--- config.mk ---
export PLATFORM = sky130hd
export DESIGN_NAME = port_sched_2x48
export DESIGN_NICKNAME = d
export VERILOG_FILES = /design/src/rtl/port_sched_2x48.sv
export SDC_FILE = /design/constraint.sdc
export NUM_CORES = 1
export LEC_CHECK = 0
export ABC_AREA = 1
export BUFFER_PORTS_ARGS = -buffer_cell sky130_fd_sc_hd__buf_2
export CORE_ASPECT_RATIO = 0.8
export CORE_MARGIN = 2
export CORE_UTILIZATION = 49
export DETAILED_ROUTE_END_ITERATION = 12
export PLACE_DENSITY_LB_ADDON = 0.2
export SLEW_MARGIN = 20
export SYNTH_ARGS = -nofsm -noshare
export SYNTH_HDL_FRONTEND = slang
export SYNTH_SLANG_ARGS = --single-unit
export TNS_END_PERCENT = 50
--- constraint.sdc ---
create_clock -name clk -period 4.5 [get_ports clk]
set_input_delay 0.45 -clock clk [delete_from_list [all_inputs] [get_ports clk]]
set_output_delay 0.45 -clock clk [all_outputs]
set_load 0.05 [all_outputs]
--- src/rtl/port_sched_2x48.sv ---
// Two-requester packet scheduler onto one credit-controlled 48-bit link.
// Packets are locked until their tail flit and ties alternate on last_grant.
module port_sched_2x48 #(
    parameter int unsigned CREDITS = 4
) (
    input  logic        clk,
    input  logic        reset,
    input  logic        a_valid,
    input  logic [47:0] a_data,
    input  logic        a_tail,
    input  logic        b_valid,
    input  logic [47:0] b_data,
    input  logic        b_tail,
    output logic        a_ack,
    output logic        b_ack,
    input  logic        credit_in,
    output logic        out_valid,
    output logic [47:0] out_data,
    output logic        out_tail,
    output logic        sel,
    output logic        busy,
    output logic        credit_err
);

    localparam int unsigned DW = 48;
    localparam int unsigned CW = 4;
    localparam logic [CW-1:0] CRED_MAX = CW'(CREDITS);

    typedef enum logic [1:0] {
        IDLE   = 2'd0,
        LOCK_A = 2'd1,
        LOCK_B = 2'd2
    } state_t;

    state_t        state;
    logic [CW-1:0] credits;
    logic          last_grant;
    logic          sel_q;
    logic          gnt_b;
    logic          xfer;
    logic          cred_ok;
    logic [DW-1:0] mux_data;
    logic          mux_tail;

    // 2:1 flit mux primitive, select 0 = A, 1 = B
    function automatic logic [DW-1:0] mux2_48(input logic s, input logic [DW-1:0] d0,
                                              input logic [DW-1:0] d1);
        return s ? d1 : d0;
    endfunction

    assign cred_ok = (credits != '0);

    // Grant and transfer decision for the current cycle
    always_comb begin
        gnt_b = sel_q;
        xfer  = 1'b0;
        case (state)
            IDLE: begin
                if (a_valid && b_valid) gnt_b = ~last_grant;
                else if (a_valid)       gnt_b = 1'b0;
                else if (b_valid)       gnt_b = 1'b1;
                xfer = (a_valid || b_valid) && cred_ok;
            end
            LOCK_A: begin
                gnt_b = 1'b0;
                xfer  = a_valid && cred_ok;
            end
            LOCK_B: begin
                gnt_b = 1'b1;
                xfer  = b_valid && cred_ok;
            end
            default: begin
                gnt_b = sel_q;
                xfer  = 1'b0;
            end
        endcase
    end

    // An idle cycle without a grant keeps the previous select
    assign sel      = (state == IDLE && !xfer) ? sel_q : gnt_b;
    assign mux_data = mux2_48(sel, a_data, b_data);
    assign mux_tail = sel ? b_tail : a_tail;

    assign a_ack = xfer && !gnt_b && !reset;
    assign b_ack = xfer &&  gnt_b && !reset;
    assign busy  = (state == LOCK_A) || (state == LOCK_B);

    always_ff @(posedge clk) begin
        if (reset) begin
            state      <= IDLE;
            credits    <= CRED_MAX;
            last_grant <= 1'b1;
            sel_q      <= 1'b0;
            out_valid  <= 1'b0;
            out_data   <= '0;
            out_tail   <= 1'b0;
            credit_err <= 1'b0;
        end else begin
            sel_q     <= sel;
            out_valid <= xfer;
            if (xfer) begin
                out_data <= mux_data;
                out_tail <= mux_tail;
            end

            case (state)
                IDLE: begin
                    if (xfer && !mux_tail) state <= gnt_b ? LOCK_B : LOCK_A;
                end
                LOCK_A, LOCK_B: begin
                    if (xfer && mux_tail) state <= IDLE;
                end
                default: state <= IDLE;
            endcase

            if (xfer && mux_tail) last_grant <= gnt_b;

            // Simultaneous consume and return cancel out
            case ({xfer, credit_in})
                2'b10: credits <= credits - 4'd1;
                2'b01: begin
                    if (credits >= CRED_MAX) credit_err <= 1'b1;
                    else                     credits    <= credits + 4'd1;
                end
                default: credits <= credits;
            endcase
        end
    end

endmodule
# Word-level counts from Yosys, hierarchy flattened

Cells that the tools add are included.

Muxes and demuxes: 14
$add $sub $neg: 2
Order comparisons: 1
Bitwise operators: 1
Equal/unequal tests: 7
Reductions and logical operators: 24

Operators by type and width:

| kind                                                                    | number |
|---|---|
| 48-bit 2-to-1 mux                                                       | 1 |
| 1-bit logical AND                                                       | 11 |
| 4-bit one-hot mux with 2 select lines                                   | 1 |
| 2-bit 2-to-1 mux                                                        | 3 |
| 1-bit one-hot mux with 3 select lines                                   | 2 |
| 2-bit AND reduction                                                     | 3 |
| 1-bit 2-to-1 mux                                                        | 5 |
| 4-bit by 1-bit adder with 4-bit output, second input constant           | 1 |
| 2-bit by 1-bit == test with 1-bit output, second input constant         | 2 |
| 2-bit == test, second input constant                                    | 2 |
| 4-bit by 3-bit >= comparator with 1-bit output, second input constant   | 1 |
| 1-bit logical NOT                                                       | 4 |
| 4-bit 2-to-1 mux                                                        | 1 |
| 2-bit inequality test, second input constant                            | 2 |
| 2-bit one-hot mux with 2 select lines                                   | 1 |
| 4-bit nonzero test                                                      | 1 |
| 4-bit by 1-bit subtractor with 4-bit output, second input constant      | 1 |
| 2-bit logical NOT                                                       | 1 |
| 1-bit logical OR                                                        | 2 |
| 2-bit by 1-bit inequality test with 1-bit output, second input constant | 1 |
| 2-bit nonzero test                                                      | 1 |
| 2-bit OR reduction                                                      | 1 |
| 1-bit NOT                                                               | 1 |

Input port bits: 103
Output and inout bits: 55
Register bits after elaboration: 59
Word-level logic and storage cells: 57

# Longest topological paths before layout

Gate-level depths: netlist (run 1).

Depth in word-level cells: 11
Mapped depth: 17
Depth with buffers taken out: 16

# Worst setup path before layout (run 1)

Ideal clock, no wire load.

Path kind: flip-flop to output port
Start point: register state[0]
End point: output a_ack
Stages on the path, launching flop included: 8
Required time: 4050 ps
Arrival time: 2397 ps
Slack: 1653 ps
Buffers on the path: 0
Cells stage by stage: dfxtp_1 > inv_1 > ha_1 > nand2_1 > nand2_1 > nand2_1 > nand2_2 > nor3_1

Cells in the longest elaborated chain, start to end: 5
Elaborated cells between the ends (all ways): 8
Classes of those cells: eq/ne: 2; mux: 2; reduce/logical: 4

RTL lines:

| item                                  | line | text |
|---|---|---|
| start: declaration                    | 35   | `state_t state;` |
| start signal: assignment              | 108  | `if (xfer && !mux_tail) state <= gnt_b ? LOCK_B : LOCK_A;` |
| 2-bit == test (tied with other cells) | 57   | `case (state)` |
| 1-bit one-hot mux with 3 select lines | 57   |  |
| 1-bit logical NOT                     | 84   | `assign a_ack = xfer && !gnt_b && !reset;` |
| 1-bit logical AND (*) (2 in a row)    | 84   |  |
| end: declaration                      | 14   | `output logic a_ack,` |

Every way passes the cells marked *; elsewhere a longest branch is shown, timed or not.

# Final worst setup path (run 1)

Start point: register state[0]
End point: output sel

Cells in the longest elaborated chain, start to end: 5
Elaborated cells between the ends (all ways): 8
Classes of those cells: eq/ne: 2; mux: 3; reduce/logical: 3

RTL lines:

| item                                  | line | text |
|---|---|---|
| 2-bit == test (tied with other cells) | 57   |  |
| 1-bit one-hot mux with 3 select lines | 57   |  |
| 1-bit logical NOT                     | 80   | `assign sel = (state == IDLE && !xfer) ? sel_q : gnt_b;` |
| 1-bit logical AND                     | 80   |  |
| 1-bit 2-to-1 mux (*)                  | 80   |  |
| end: declaration                      | 20   | `output logic sel,` |

Marked as above.

==> flow_metrics.py, run 1 <==
metrics = {
    "placement": {
        "place.gp.congestion": 0.943,
        "dp_hpwl_um": 5110,
        "placedCellCount": 634,
        "dp_slack_ns": 1.63,
        "io_buffers": 157,
    },
    "synth": {
        "ys_top_cells_by_area": "dfxtp_1, nand2_1, o211ai_1",
        "seq_area_frac_synth_pct": 39.9,
        "synth_top_area_share_pct": 39.9,
        "synth_edf_count": 0,
        "syn_nets": 531,
        "ys_types": 25,
        "synthXorXnorAreaFrac_pct": 0.296,
        "yosys.area_share.simple_pct": 27.9,
        "netlist_instances": 420,
        "avgSynthCellArea_um2": 7.05,
        "synthMuxAreaShare_pct": 0,
        "synth.ff_latch_count": 59,
        "synth_compound_area_share_pct": 15.1,
        "synth_fa_ha_area_share_pct": 3.64,
        "synth_top_cell_by_area": "dfxtp_1",
        "synth_ff_type": "dfxtp_1",
        "yosysMostFrequentCell": "nand2_1",
        "syn_area_um2": 2960,
        "synth_top_family_by_area": "simple AND/OR/NAND/NOR gates",
        "synth_common_cells": "nand2_1, dfxtp_1, inv_1",
        "async_flop_share_pct": 0,
        "yosysWarnings": 0,
    },
    "route": {
        "wirelength_um": 7260,
        "dr.pass1.iters": 4,
        "drt_iter0_drc": 98,
        "postRouteAntennaNets": 0,
        "dr_total_vias": 3111,
        "wl_per_cell_um": 11.2,
        "drc": 0,
        "vias_per_cell": 4.79,
    },
    "clock_tree": {
        "cts_setup_buffers": 0,
        "cts_resized": 0,
        "clkSlewWorstSetupHoldPaths_ns": 0.06,
        "cts_tree": "done",
        "cts_root_buf": "clkbuf_8",
        "numCtsBuffers": 9,
        "cts_hold_buf": 0,
        "clock_sinks": 59,
        "htree_levels": 3,
        "clk_latency_ns": 0.32,
        "cts_buffer_depth": 2,
    },
    "timing": {
        "hold_viol_final": 0,
        "setup_tns_ns": 0,
        "rsz0062_at_grt": "no",
        "clock_skew_ns": 0.00711,
        "min_period_over_period_pct": 71.1,
        "drv_slew": 0,
        "fin_hold_ws_ns": 0.408,
        "relSlewSlack_pct": 33.7,
        "worst_pin_slew_ns": 0.994,
        "period_needed_ns": 3.20,
        "setup_viol": 0,
        "max_freq_ghz": 0.313,
        "fin_ws_ns": 1.30,
    },
    "grt": {
        "grt-busiest-layer": "met2",
        "grt_pass1_wl_um": 11800,
        "grt_max_degree": 102,
        "grt_util_met2_pct": 35.1,
        "grt.met1_usage_pct": 27.0,
        "grt_pass1_vias": 2735,
        "grt_use_total_pct": 21.5,
        "grt_use_met3_pct": 7.28,
        "antenna_found_initial": 0,
        "overflow": 0,
    },
    "pwr": {
        "vdd_drop_max_mv": 0.517,
        "static-leakage-power_nw": 2.28,
        "p_seq_share_pct": 24.0,
        "power_density_nw_per_um2": 901,
        "switching_share_pct": 55.9,
        "p_clk_share_pct": 11.3,
        "switching_power_mw": 1.96,
        "p_comb_share_pct": 64.7,
        "p_int_mw": 1.55,
    },
    "finish": {
        "layout-drive-gt1-share_pct": 32.7,
        "area_delta_synth_final_pct": 31.4,
        "nNetsFinal": 675,
        "num_antenna_cells": 0,
        "fin_cells": 649,
        "fin_util_pct": 66.1,
    },
    "floorplanning": {
        "initial_core_util_pct": 50.3,
        "die-height_um": 73.5,
        "io_pins": 158,
        "dieArea_um2": 6680,
        "core_area_um2": 5880,
        "rows": 25,
        "die_w_um": 90.9,
    },
    "worst_hold_path": {
        "holdPathStages": 2,
        "holdCritPathClass": "in2reg",
    },
    "outcome": {
        "status": "finished clean",
    },
    "critical_path": {
        "timing.rr.start": "state[0]",
        "startpoint_type": "register",
        "crit_start": "state[0]",
        "critical_path.max_fanout": 49,
        "cp-endpoint": "sel",
        "cp.required_ns": 4.05,
        "r2r_slack_ns": 1.78,
        "reg2reg_to": "state[0]",
        "reg2regPathDepth": 13,
        "cp-end-kind": "output pin",
        "worstPathArrival_ns": 2.75,
        "crit_type": "reg2out",
    },
    "flow_run": {
        "maxCapViolations": 0,
    },
}
-- per-layer routing --
layer	vias to the layer above	part of all wire [%]	routed length, µm
li1	1647	-	-
met1	1334	44	3220
met3	13	8.9	646
met2	117	45	3290
met5	-	0	0
met4	0	1.4	103
-- through the flow --
stage | instance area, µm² | total power [mW]
final | 3890 | 3.50
after floorplan | 2960 | 2.74
after CTS | 3890 | 3.53
after global placement | 3730 | 3.08
after global routing | 3890 | 3.81
after detailed placement | 3730 | 3.12
-- state kept, by name, summed over array words and instances (netlist names) --
name        count
credit_err      1
credits         4
last_grant      1
out_data       48
out_tail        1
out_valid       1
sel_q           1
state           2
-- cell type report --
| cell class | count | area (µm²) |
|---|---|---|
| clock buffers | 12 | 145 |
| clock inverters | 3 | 15.0 |
| fillers | 544 | 1990 |
| inverters | 66 | 248 |
| multi-input cells | 268 | 1390 |
| flip-flops and latches | 59 | 1180 |
| well taps | 81 | 101 |
| repair buffers | 160 | 808 |
-- cell families (layout without fill, tap and decap cells) --
family          after synthesis  count (layout)
compound gates               63              63
xor+xnor                      1               1
fa+ha+maj                     8               8
buf+inv                      93             241
flops                        59              59
simple gates                196             196
-- critical path, cell delays in order, from the launching register on --
cell	delay, ns
dfxtp_1	0.41
inv_1	0.09
ha_1	0.34
inv_1	0.06
o21ai_1	0.11
nand2_1	0.07
nand2_2	0.14
nand2_1	0.10
nand2_2	0.09
nand2_2	0.06
inv_2	0.57
buf_2	0.39
-- worst min-delay path by stage --
stage / startpoint / endpoint / slack [ns]
after CTS: reset / out_valid / 0.39
after global routing: reset / out_valid / 0.40
final: reset / out_valid / 0.41
after floorplan: last_grant / last_grant / 0.45
after global placement: last_grant / last_grant / 0.46
after detailed placement: out_data[31] / out_data[31] / 0.47
-- cell usage in the layout, fill, tap and decap left out, drive strengths merged, types with 2 or more instances in the layout --
cell,instances
a21oi,5
buf,160
clkbuf,12
clkinv,3
dfxtp,59
ha,7
inv,66
nand2,121
nand3,58
nor2,13
nor3,2
o211ai,50
o21ai,5
-- power by group through the flow --
stage          combinational (mW)  sequential [mW]  clock [mW]
6_report                     2.27            0.842       0.396
5_1_grt                      2.51            0.868       0.430
4_1_cts                      2.28            0.842       0.410
3_5_place_dp                 2.27            0.845           0
3_3_place_gp                 2.24            0.845           0
2_1_floorplan                1.31             1.43           0
Power figures use the tool's default switching activity.
==> run 2: changes to the inputs <==
Settings changed: ABC_AREA 1 to 0, CORE_UTILIZATION 49 to 46.
Clock period 4.5 ns to 3.25 ns, I/O delays scaled along.
==> flow_metrics.py, run 2 <==
metrics = {
    "clock_tree": {
        "cts_buffer_depth": 2,
        "cts_tree": "done",
        "cts_hold_buf": 0,
        "cts_root_buf": "clkbuf_8",
        "numCtsBuffers": 9,
        "clk_latency_ns": 0.33,
        "htree_levels": 3,
        "cts_setup_buffers": 0,
        "cts_resized": 0,
        "clock_sinks": 59,
        "clkSlewWorstSetupHoldPaths_ns": 0.06,
    },
    "critical_path": {
        "cpPeakStageDelay_ns": 0.42,
        "startpoint_type": "register",
        "crit_chain": "inv_1, ha_1, inv_2, o21ai_1, a221o_1, buf_4, nand2_1, nor2_1, a21oi_1, buf_2",
        "critPathSlowestCell": "dfxtp_1",
        "path_buf_inv": 4,
        "worstPathArrival_ns": 2.55,
        "critical_path.max_fanout": 9,
        "cp-end-kind": "output pin",
        "crit_family": "buffers and inverters",
        "worst-path-stages": 10,
        "cp.required_ns": 2.92,
        "reg2regPathDepth": 12,
        "crit_type": "reg2out",
    },
    "grt": {
        "grt_max_degree": 73,
        "overflow": 0,
        "grt_pass1_vias": 2495,
        "grt_use_total_pct": 18.6,
        "grt_pass1_wl_um": 11000,
        "antenna_found_initial": 0,
    },
    "finish": {
        "final_common_cell": "buf_2",
        "multi_input_area_um2": 1720,
        "num_antenna_cells": 0,
        "area_delta_synth_final_pct": 31.3,
        "nNetsFinal": 558,
        "seq_area_um2": 1180,
        "fin_util_pct": 63.0,
        "reg_top3": "out_data (48), credits (4), state (2)",
        "largest_reg_flops": 48,
        "top_register": "out_data",
        "layout-drive-gt1-share_pct": 49.3,
        "n_fill_cell": 571,
        "final_cell_mix": "buf_2, nor2_1, dfxtp_1",
    },
    "route": {
        "dr_total_vias": 2672,
        "drc": 0,
        "dr.pass1.iters": 4,
        "vias_per_cell": 4.99,
        "wl_per_cell_um": 12.9,
        "drt_iter0_drc": 91,
        "wirelength_um": 6910,
        "postRouteAntennaNets": 0,
    },
    "synth": {
        "seq_area_frac_synth_pct": 38.0,
        "ys_types": 38,
        "yosysWarnings": 0,
        "netlist_instances": 299,
        "synth_top_cell_by_area": "dfxtp_1",
        "yosysMostFrequentCell": "nor2_1",
        "ys_top_cells_by_area": "dfxtp_1, mux2i_1, a211oi_2",
        "synth.ff_latch_count": 59,
        "synth_ff_type": "dfxtp_1",
        "synth_common_cells": "nor2_1, dfxtp_1, mux2i_1",
        "syn_area_um2": 3110,
        "synth_edf_count": 0,
        "syn_nets": 410,
        "avgSynthCellArea_um2": 10.4,
        "synth_top_area_share_pct": 38.0,
        "async_flop_share_pct": 0,
    },
    "timing": {
        "fin_hold_ws_ns": 0.305,
        "min_period_over_period_pct": 88.4,
        "relSlewSlack_pct": 42.9,
        "worst_pin_slew_ns": 0.857,
        "hold_viol_final": 0,
        "setup_viol": 0,
        "setup_tns_ns": 0,
        "max_freq_ghz": 0.348,
        "fin_ws_ns": 0.377,
        "rsz0062_at_grt": "no",
        "drv_slew": 0,
        "period_needed_ns": 2.87,
        "clock_skew_ns": 0.00693,
    },
    "pwr": {
        "power_mw": 5.15,
        "vdd_drop_max_mv": 0.629,
        "power_density_nw_per_um2": 1260,
        "static-leakage-power_nw": 2.07,
    },
    "outcome": {
        "status": "finished clean",
    },
    "worst_hold_path": {
        "holdCritPathClass": "in2reg",
        "holdPathStages": 3,
    },
    "floorplanning": {
        "rows": 26,
        "die-height_um": 77.5,
        "initial_core_util_pct": 48.0,
        "die_w_um": 95.9,
        "dieArea_um2": 7430,
        "io_pins": 158,
        "core_area_um2": 6470,
    },
    "placement": {
        "io_buffers": 157,
        "dp_hpwl_um": 5180,
        "dp_slack_ns": 0.541,
        "place.gp.congestion": 0.778,
    },
    "flow_run": {
        "maxCapViolations": 0,
    },
}
run 2: where the power goes:
part	switching [mW]	total (mW)	internal, mW
sequential	0.159	1.19	1.03
clock	0.274	0.669	0.395
combinational	2.23	3.30	1.07
run 2: layout make-up:
cell class	instances	share of cell area, %
Clock buffer	12	3.80
Clock inverter	4	1.20
Inverter	4	0.368
Multi-Input combinational cell	211	42.3
Sequential cell	59	29.0
Tap cell	84	2.58
Timing Repair Buffer	162	20.8
run 2: worst reg2reg max path, stage by stage, from the launching register on:
cell and delay (ns):
dfxtp_1 0.42, inv_1 0.11, ha_1 0.41, inv_2 0.07, o21ai_1 0.26, a221o_1 0.22, nand2_1 0.12, ha_1 0.30
a21o_1 0.17, a21oi_1 0.17, nand2_1 0.09, mux2i_1 0.16, a21oi_1 0.08
run 2: final timing paths:
path / from / endpoint / slack [ns]
min reg2reg: credit_err / credit_err / 0.48
max reg2reg: state[0] / credits[3] / 0.53
max: state[0] / sel / 0.38
min: b_tail / last_grant / 0.30
run 2: cells by family (layout without fill, tap and decap cells):
| logic type | after synthesis | count (layout) | share of synthesized area (%) |
|---|---|---|---|
| compound gates | 71 | 71 | 23.6 |
| simple gates | 77 | 77 | 10.0 |
| flops | 59 | 59 | 38.0 |
| fa+ha+maj | 8 | 8 | 3.46 |
| mux | 53 | 53 | 17.5 |
| buf+inv | 29 | 182 | 6.85 |
| xor+xnor | 2 | 2 | 0.564 |
run 2: metal layers:
metal,vias to the layer above,GRT usage (%),part of all wire (%)
met4,0,6.43,0.94
met5,-,0,0
met1,1216,21.3,42
li1,1372,-,-
met3,5,5.63,6.7
met2,79,32.7,50
run 2: through the flow:
step | area, µm² | instances
final | 4080 | 536
after global routing | 4080 | 536
after CTS | 4080 | 536
after detailed placement | 3870 | 520
after global placement | 3870 | 520
after floorplan | 3110 | 299
